==> config.mk <==
export PLATFORM = sky130hd
export DESIGN_NAME = fifo_burst_reader
export DESIGN_NICKNAME = d
export VERILOG_FILES = /design/src/rtl/fifo_burst_reader_pkg.sv /design/src/rtl/fifo_skid_buf2.sv /design/src/rtl/fifo_burst_reader.sv
export SDC_FILE = /design/constraint.sdc
export NUM_CORES = 1
export LEC_CHECK = 0
export BUFFER_PORTS_ARGS = -buffer_cell sky130_fd_sc_hd__buf_4
export CORE_MARGIN = 3
export CORE_UTILIZATION = 56
export DETAILED_ROUTE_END_ITERATION = 12
export MAX_ROUTING_LAYER = met4
export PLACE_DENSITY = 0.82
export SETUP_SLACK_MARGIN = 0.4
export SLEW_MARGIN = 20
export SYNTH_ARGS = -nofsm -noshare
export SYNTH_HDL_FRONTEND = slang
export SYNTH_SLANG_ARGS = --single-unit
==> constraint.sdc <==
create_clock -name rclk -period 2.6 [get_ports rclk]
set_input_delay 0.13 -clock rclk [delete_from_list [all_inputs] [get_ports rclk]]
set_output_delay 0.13 -clock rclk [all_outputs]
set_load 0.01 [all_outputs]
==> src/rtl/fifo_burst_reader_pkg.sv <==
// Shared definitions for the FIFO burst reader: FSM state encoding and counter sizing helper.
package fifo_burst_reader_pkg;

    localparam logic [0:0] ST_IDLE  = 1'b0;
    localparam logic [0:0] ST_BURST = 1'b1;

    // Width of a counter that must hold values 0..n-1; never narrower than one bit.
    function automatic int unsigned cnt_bits(input int unsigned n);
        return (n > 1) ? $clog2(n) : 1;
    endfunction

endpackage

==> src/rtl/fifo_skid_buf2.sv <==
// Two-entry valid/ready skid buffer with a registered head; strict FIFO order.
module fifo_skid_buf2 #(
    parameter int unsigned WIDTH = 9
) (
    input  logic             clk,
    input  logic             rst_n,
    input  logic             push,
    input  logic [WIDTH-1:0] push_data,
    output logic [1:0]       count,
    output logic             out_valid,
    input  logic             out_ready,
    output logic [WIDTH-1:0] out_data
);

    logic [WIDTH-1:0] head_q;
    logic [WIDTH-1:0] tail_q;
    logic [1:0]       count_q;
    logic             pop;

    assign pop       = out_valid & out_ready;
    assign out_valid = (count_q != 2'd0);
    assign out_data  = head_q;
    assign count     = count_q;

    // A push while full is never issued by the owner, so it is not handled.
    always_ff @(posedge clk or negedge rst_n) begin
        if (!rst_n) begin
            head_q  <= '0;
            tail_q  <= '0;
            count_q <= 2'd0;
        end else begin
            case (count_q)
                2'd0: begin
                    if (push) begin
                        head_q  <= push_data;
                        count_q <= 2'd1;
                    end
                end
                2'd1: begin
                    case ({push, pop})
                        2'b10: begin
                            tail_q  <= push_data;
                            count_q <= 2'd2;
                        end
                        2'b01:   count_q <= 2'd0;
                        2'b11:   head_q  <= push_data;
                        default: ;
                    endcase
                end
                2'd2: begin
                    if (pop) begin
                        head_q <= tail_q;
                        if (push) begin
                            tail_q <= push_data;
                        end else begin
                            count_q <= 2'd1;
                        end
                    end
                end
                default: count_q <= 2'd0;
            endcase
        end
    end

endmodule

==> src/rtl/fifo_burst_reader.sv <==
// Read-domain consumer: pops FIFO words in fixed-length bursts and re-emits them as a
// valid/ready stream through a 2-entry skid buffer.
module fifo_burst_reader
    import fifo_burst_reader_pkg::*;
#(
    parameter int unsigned DATA_WIDTH = 8,
    parameter int unsigned BURST_LEN  = 4,
    parameter int unsigned CNT_WIDTH  = 16
) (
    input  logic                  rclk,
    input  logic                  rrst_n,
    input  logic                  en,
    input  logic                  empty,
    input  logic [DATA_WIDTH-1:0] rdata,
    output logic                  rinc,
    output logic                  m_valid,
    input  logic                  m_ready,
    output logic [DATA_WIDTH-1:0] m_data,
    output logic                  m_last,
    output logic [CNT_WIDTH-1:0]  words_read,
    output logic                  idle
);

    localparam int unsigned BW = cnt_bits(BURST_LEN);
    localparam logic [BW-1:0] LAST_BEAT = BW'(BURST_LEN - 1);

    typedef struct packed {
        logic [DATA_WIDTH-1:0] data;
        logic                  last;
    } entry_t;

    logic [0:0]    state;
    logic [0:0]    state_next;
    logic [BW-1:0] beat_cnt;
    logic [BW-1:0] beat_cnt_next;
    logic [1:0]    occupancy;
    logic          run;
    logic          at_last;
    entry_t        push_entry;
    entry_t        head_entry;

    assign run     = (state == ST_BURST) | ((state == ST_IDLE) & en);
    // Pop decision looks only at registered occupancy, keeping m_ready off this path.
    assign rinc    = rrst_n & run & ~empty & (occupancy < 2'd2);
    assign at_last = (beat_cnt == LAST_BEAT);

    assign push_entry = '{data: rdata, last: at_last};

    always_comb begin
        state_next    = state;
        beat_cnt_next = beat_cnt;
        if (rinc) begin
            if (at_last) begin
                beat_cnt_next = '0;
                state_next    = en ? ST_BURST : ST_IDLE;
            end else begin
                beat_cnt_next = beat_cnt + BW'(1);
                state_next    = ST_BURST;
            end
        end
    end

    always_ff @(posedge rclk or negedge rrst_n) begin
        if (!rrst_n) begin
            state      <= ST_IDLE;
            beat_cnt   <= '0;
            words_read <= '0;
        end else begin
            state    <= state_next;
            beat_cnt <= beat_cnt_next;
            if (rinc) begin
                words_read <= words_read + CNT_WIDTH'(1);
            end
        end
    end

    fifo_skid_buf2 #(
        .WIDTH(DATA_WIDTH + 1)
    ) u_skid (
        .clk      (rclk),
        .rst_n    (rrst_n),
        .push     (rinc),
        .push_data(push_entry),
        .count    (occupancy),
        .out_valid(m_valid),
        .out_ready(m_ready),
        .out_data (head_entry)
    );

    assign m_data = head_entry.data;
    assign m_last = head_entry.last;
    assign idle   = (state == ST_IDLE) & (occupancy == 2'd0);

endmodule

==> results of run 1 <==
[power by group through the flow]
stage | clock network (mW) | registers [mW] | logic, mW
finish | 0.299 | 0.926 | 0.567
global route | 0.343 | 0.952 | 0.618
CTS | 0.308 | 0.926 | 0.568
detailed placement | 0 | 0.940 | 0.563
global placement | 0 | 0.922 | 0.544
floorplan | 0 | 0.950 | 0.281
[worst paths after layout]
| kind | startpoint | end | slack, ns | cells after the start |
|---|---|---|---|---|
| setup / recovery | rrst_n | u_skid.out_data[7]$_DFFE_PN0P_ | 0.60 | 7 |
| hold / removal | rdata[7] | u_skid.tail_q[8]$_DFFE_PN0P_ | 0.03 | 2 |
| setup reg to reg | state$_DFFE_PN0P_ | u_skid.out_data[8]$_DFFE_PN0P_ | 0.63 | 5 |
| hold reg to reg | words_read[15]$_DFFE_PN0P_ | words_read[15]$_DFFE_PN0P_ | 0.49 | 1 |
| max in group asynchronous | rrst_n | words_read[0]$_DFFE_PN0P_ | 1.85 | 3 |
| min in group asynchronous | rrst_n | beat_cnt[0]$_DFFE_PN0P_ | 0.41 | 3 |
[metrics by stage]
| step | hold slack [ns] | util | area, um^2 | power (mW) |
|---|---|---|---|---|
| after global routing | 0.003649 | 0.7821 | 2268 | 1.913 |
| final | 0.02697 | 0.7821 | 2268 | 1.792 |
| after global placement | 0.2544 | 0.7325 | 2125 | 1.466 |
| after CTS | 0.01044 | 0.7580 | 2198 | 1.802 |
| after detailed placement | 0.2559 | 0.7325 | 2125 | 1.502 |
| after floorplan | -0.1656 | - | 1779 | 1.231 |
[layout make-up]
cell class                 instances  share of cell area
timing repair buffer              52              0.1820
inverter                           3            0.004964
clock inverter                     2            0.005516
sequential                        39              0.4302
multi-input combinational         96              0.3359
tap                               42             0.02317
clock buffer                       6             0.01820
[kinds of logic after synthesis]
family / Yosys count / share of synthesized area
flops: 39 / 0.5485
buf+inv: 7 / 0.02320
compound gates: 6 / 0.02321
mux: 28 / 0.1765
simple gates: 45 / 0.1407
fa+ha+maj: 2 / 0.01406
xor+xnor: 15 / 0.07384
[timing repair]
action | 4_1_cts | 5_1_grt
resized for setup | 0 | 0
endpoints found under the hold margin | 40 | 7
endpoints found under the setup margin | 0 | 0
hold buffers | 2 | 7
[registers in the layout (all words and copies together) (netlist names)]
| register | count |
|---|---|
| words_read | 16 |
| u_skid.out_data | 9 |
| u_skid.tail_q | 9 |
| beat_cnt | 2 |
| u_skid.count | 2 |
| state | 1 |
[layout by cell type, fill, tap and decap left out, types with 2 or more instances in the layout]
| master | count |
|---|---|
| nand4_1 | 5 |
| clkbuf_4 | 5 |
| nand3_1 | 4 |
| xnor2_1 | 14 |
| and4_1 | 3 |
| ha_1 | 2 |
| nor3_1 | 2 |
| nor2_1 | 6 |
| dlygate4sd3_1 | 9 |
| mux2_2 | 26 |
| and3_1 | 3 |
| dfrtp_1 | 39 |
| nand2_1 | 14 |
| inv_1 | 2 |
| buf_4 | 43 |
[routing by layer]
metal,wire [um],vias to the layer above,GRT usage
met5,0,-,-
met4,49,0,0.06061
met3,158,5,0.05766
met2,1720,27,0.3387
met1,1567,590,0.2452
li1,-,609,-
==> impl_metrics.tcl, run 1 <==
set metrics [dict create \
    status "complete, no violations" \
    antenna_found_initial 0 \
    die_w_um 62.37 \
    cp-end-kind "register" \
    wl_per_cell_um 14.57 \
    dp_hpwl_mm 2.532 \
    p_leak_nw 1.066 \
    grt_max_degree 40 \
    synth_area_leaders "dfrtp_1 55%, mux2_2 16%, xnor2_1 6.9%" \
    p_clk_frac 0.167 \
    dr_total_vias 1231 \
    drive_gt1_frac 0.4141 \
    synth_top_cell_by_area "dfrtp_1" \
    cts_tree "built" \
    dr.pass1.iters 4 \
    via_per_inst 5.129 \
    cp_num_buf_inv 3 \
    yosys_warnings 0 \
    port_buffers 40 \
    clock_tree.root_cell "clkbuf_4" \
    synth_area_um2 1779 \
    cts_buffers 5 \
    async_flop_share 1.000 \
    antenna_cells 0 \
    finalSetupViolations 0 \
    switching_share 0.3187 \
    fillers 214 \
    worstPathArrival_ns 2.24 \
    post_cts_buffers 0 \
    die_h_um 62.37 \
    clock_skew_ns 0.01103 \
    insertion_delay_ns 0.34 \
    ioPinCount 41 \
    relSlewSlack 0.5933 \
    dieArea_um2 3889 \
    grt_overflow 0 \
    place_ws_ns 0.6429 \
    fin_ws_ns 0.6027 \
    synthFlopType "dfrtp_1" \
    multi_input_area_um2 762.0 \
    yosys_register_bits 39 \
    initial_core_util 0.6135 \
    postSynthNetCount 157 \
    ys_seq_area_frac 0.5485 \
    grt_use_total 0.2046 \
    tightest_slew_ns 0.6053 \
    timing.fmax_mhz 500.7 \
    cellInternalPower_mw 1.221 \
    h-tree-depth 2 \
    drv_cap 0 \
    first_global_vias 1341 \
    yosysMostFrequentCell "dfrtp_1" \
    clock_sinks 39 \
    ir_worst_vdd_uv 531.8 \
    synth.top_cells.by_count "39 x dfrtp_1, 26 x mux2_2, 14 x nand2_1, 14 x xnor2_1, 6 x nor2_1" \
    path_cells "dlygate4sd3_1, buf_4, nand2b_4, or3_1, inv_2, a22o_2, mux2_2" \
    period_share 0.7682 \
    period_minus_slack_ns 1.997 \
    rows 19 \
    syn_avg_cell_area_um2 12.53 \
    finalSetupTns_ns 0 \
    synthDistinctLibCells 33 \
    hold_class "in -> reg" \
    cp-start-kind "primary input" \
    crit_type "in -> reg" \
    hold_violations 0 \
    worst_path_max_delay_cell "dlygate4sd3_1" \
    synth_top_area_frac 0.5485 \
    nNetsFinal 212 \
    cts_buffer_depth 2 \
    critical_path_required_ns 2.84 \
    synthCells 142 \
    path_delay_family "buffers and inverters" \
    slowest_delay_ns 0.53 \
    place.gp.congestion 0.8109 \
    core_region_area_um2 2900 \
    synth_edf_count 0 \
    rsz0062_at_grt "no" \
    comb_power_share 0.317 \
    antenna_left 0 \
    initialDrtViolationCount 28 \
    syn_to_final_growth_pct 27.50 \
    finalWirelength_mm 3.496 \
    p_seq_frac 0.517 \
    slew_viol_final 0 \
    clk_pin_slew_worst_paths_ns 0.12 \
    final_cells 240 \
    critPathMaxFanout 9 \
    dp.cells 223 \
    power_density_nw_per_um2 789.9 \
    p_switching_mw 0.5711 \
    grt_pass1_wl_mm 6.120 \
    regArea_um2 975.9 \
    drc 0 \
]
Power figures use the tool's default switching activity.
==> inputs of run 2 (changes only) <==
--- a/config.mk
+++ b/config.mk
@@ -7,10 +7,10 @@
 export LEC_CHECK = 0
 export BUFFER_PORTS_ARGS = -buffer_cell sky130_fd_sc_hd__buf_4
 export CORE_MARGIN = 3
-export CORE_UTILIZATION = 56
+export CORE_UTILIZATION = 48
 export DETAILED_ROUTE_END_ITERATION = 12
 export MAX_ROUTING_LAYER = met4
-export PLACE_DENSITY = 0.82
+export PLACE_DENSITY = 0.75
 export SETUP_SLACK_MARGIN = 0.4
 export SLEW_MARGIN = 20
 export SYNTH_ARGS = -nofsm -noshare
==> constraint.sdc (replaced) <==
create_clock -name rclk -period 1.8 [get_ports rclk]
set_input_delay 0.09 -clock rclk [delete_from_list [all_inputs] [get_ports rclk]]
set_output_delay 0.09 -clock rclk [all_outputs]
set_load 0.01 [all_outputs]
==> impl_metrics.tcl, run 2 (synthesis gave the netlist of run 1 again) <==
set metrics [dict create \
    via_per_inst 5.429 \
    clock_sinks 39 \
    first_global_vias 1375 \
    comb_power_share 0.352 \
    relSlewSlack 0.6702 \
    h-tree-depth 2 \
    cts_buffer_depth 2 \
    path_cells "nor2_2, or3_4, nor3_4, buf_12, mux2_2" \
    initial_core_util 0.5169 \
    drc 0 \
    cp_num_buf_inv 1 \
    p_switching_mw 0.9440 \
    place.gp.congestion 0.7303 \
    die_w_um 66.88 \
    drive_gt1_frac 0.5583 \
    rsz0062_at_grt "yes" \
    finalSetupViolations 0 \
    largest_register_ff_count 16 \
    cellInternalPower_mw 2.040 \
    antenna_left 0 \
    final_cell_mix "49 x buf_4, 38 x dfrtp_1, 18 x mux2_2" \
    insertion_delay_ns 0.30 \
    crit_type "reg -> reg" \
    drv_cap 0 \
    hold_class "in -> reg" \
    path_delay_family "simple AND/OR/NAND/NOR gates" \
    clk_pin_slew_worst_paths_ns 0.08 \
    initialDrtViolationCount 33 \
    clock_skew_ns 0.008110 \
    port_buffers 40 \
    critPathMaxFanout 9 \
    antenna_cells 0 \
    grt_overflow 0 \
    nNetsFinal 220 \
    power_density_nw_per_um2 1168 \
    p_clk_frac 0.194 \
    finalSetupTns_ns 0 \
    layout_commonest_cell "buf_4" \
    slowest_delay_ns 0.39 \
    worstPathArrival_ns 1.78 \
    antenna_found_initial 0 \
    rows 21 \
    finalWirelength_mm 4.151 \
    p_seq_frac 0.454 \
    cp-start-kind "register" \
    dieArea_um2 4473 \
    period_minus_slack_ns 1.604 \
    ioPinCount 41 \
    cts_buffers 5 \
    core_region_area_um2 3442 \
    tightest_slew_ns 0.4948 \
    clock_tree.root_cell "clkbuf_8" \
    hold_violations 0 \
    p_leak_nw 1.228 \
    power_mw 2.984 \
    cp-end-kind "register" \
    dr.pass1.iters 4 \
    switching_share 0.3163 \
    grt_use_total 0.2038 \
    ir_worst_vdd_uv 686.4 \
    cts_tree "built" \
    wl_per_cell_um 16.47 \
    die_h_um 66.88 \
    period_share 0.8911 \
    status "complete, no violations" \
    regMostFlops "words_read" \
    grt_pass1_wl_mm 6.451 \
    timing.fmax_mhz 623.4 \
    dp_hpwl_mm 2.611 \
    syn_to_final_growth_pct 43.60 \
    worst_path_max_delay_cell "or3_4" \
    grt_max_degree 40 \
    slew_viol_final 0 \
    critical_path_required_ns 1.98 \
    dr_total_vias 1368 \
]
==> run 2: cell count changes in the layout (fill, tap and decap cells not counted), moves of 5 or more <==
| cell | before | now |
|---|---|---|
| buf_4 | 43 | 49 |
| mux2_2 | 26 | 18 |
| buf_6 | 0 | 8 |
| mux2_4 | 0 | 9 |
| clkbuf_4 | 5 | 0 |
| dlygate4sd3_1 | 9 | 1 |
| clkbuf_8 | 0 | 5 |
==> run 2: final timing paths <==
kind                       depth (start not counted)                            to                  startpoint  slack [ns]
hold / removal                                     2  u_skid.tail_q[5]$_DFFE_PN0P_                    rdata[4]        0.03
setup / recovery                                   5  u_skid.tail_q[4]$_DFFE_PN0P_           state$_DFFE_PN0P_        0.20
min in group asynchronous                          3     words_read[1]$_DFFE_PN0P_                      rrst_n        0.42
max in group asynchronous                          3     words_read[5]$_DFFE_PN0P_                      rrst_n        1.01
setup reg to reg                                   5  u_skid.tail_q[4]$_DFFE_PN0P_           state$_DFFE_PN0P_        0.20
hold reg to reg                                    1    words_read[15]$_DFFE_PN0P_  words_read[15]$_DFFE_PN0P_        0.49
==> run 2: routing by layer <==
layer  wire, um  track usage
met1       1637       0.2201
met3        201      0.04553
met4        153       0.1165
met2       2158       0.3441
met5          0            -
==> run 2: layout make-up <==
class / count / area (um^2)
Clock buffer: 6 / 72.57
Clock inverter: 2 / 12.51
Fill cell: 243 / 887.1
Inverter: 3 / 18.77
Multi-Input combinational cell: 97 / 928.4
Sequential cell: 39 / 977.2
Tap cell: 46 / 57.56
Timing Repair Buffer: 59 / 488.0
==> run 2: power groups by stage <==
stage / logic [mW] / clock network [mW] / registers (mW)
2_1_floorplan: 0.468 / 0 / 1.37
3_3_place_gp: 0.860 / 0 / 1.34
3_5_place_dp: 0.885 / 0 / 1.35
4_1_cts: 0.984 / 0.594 / 1.33
5_1_grt: 1.13 / 0.635 / 1.39
6_report: 1.05 / 0.580 / 1.35
==> run 2: worst register-to-register path: stages (launching register included) <==
cell and delay [ns]:
dfrtp_1 0.38, nor2_2 0.06, or3_4 0.39, nor3_4 0.17
buf_12 0.16, mux2_2 0.33
==> run 2: what timing repair did <==
item | CTS | global route
hold buffers | 1 | 0
pin swaps | 4 | 9
setup buffers | 7 | 2
gates cloned | 2 | 0
endpoints found under the hold margin | 39 | 0
gates resized for setup | 12 | 20
endpoints found under the setup margin | 31 | 33
==> run 2: stage by stage <==
step | instance area [um^2] | cells | utilization | hold WS [ns] | setup slack (ns)
CTS | 2445 | 250 | 0.7103 | 0.02646 | 0.2040
detailed placement | 2231 | 232 | 0.6481 | 0.2047 | 0.03228
global placement | 2231 | 232 | 0.6481 | 0.1976 | 0.06843
finish | 2555 | 252 | 0.7423 | 0.02688 | 0.1960
global route | 2555 | 252 | 0.7423 | 0.02903 | 0.1383
floorplan | 1834 | 142 | - | -0.2056 | 0.1196
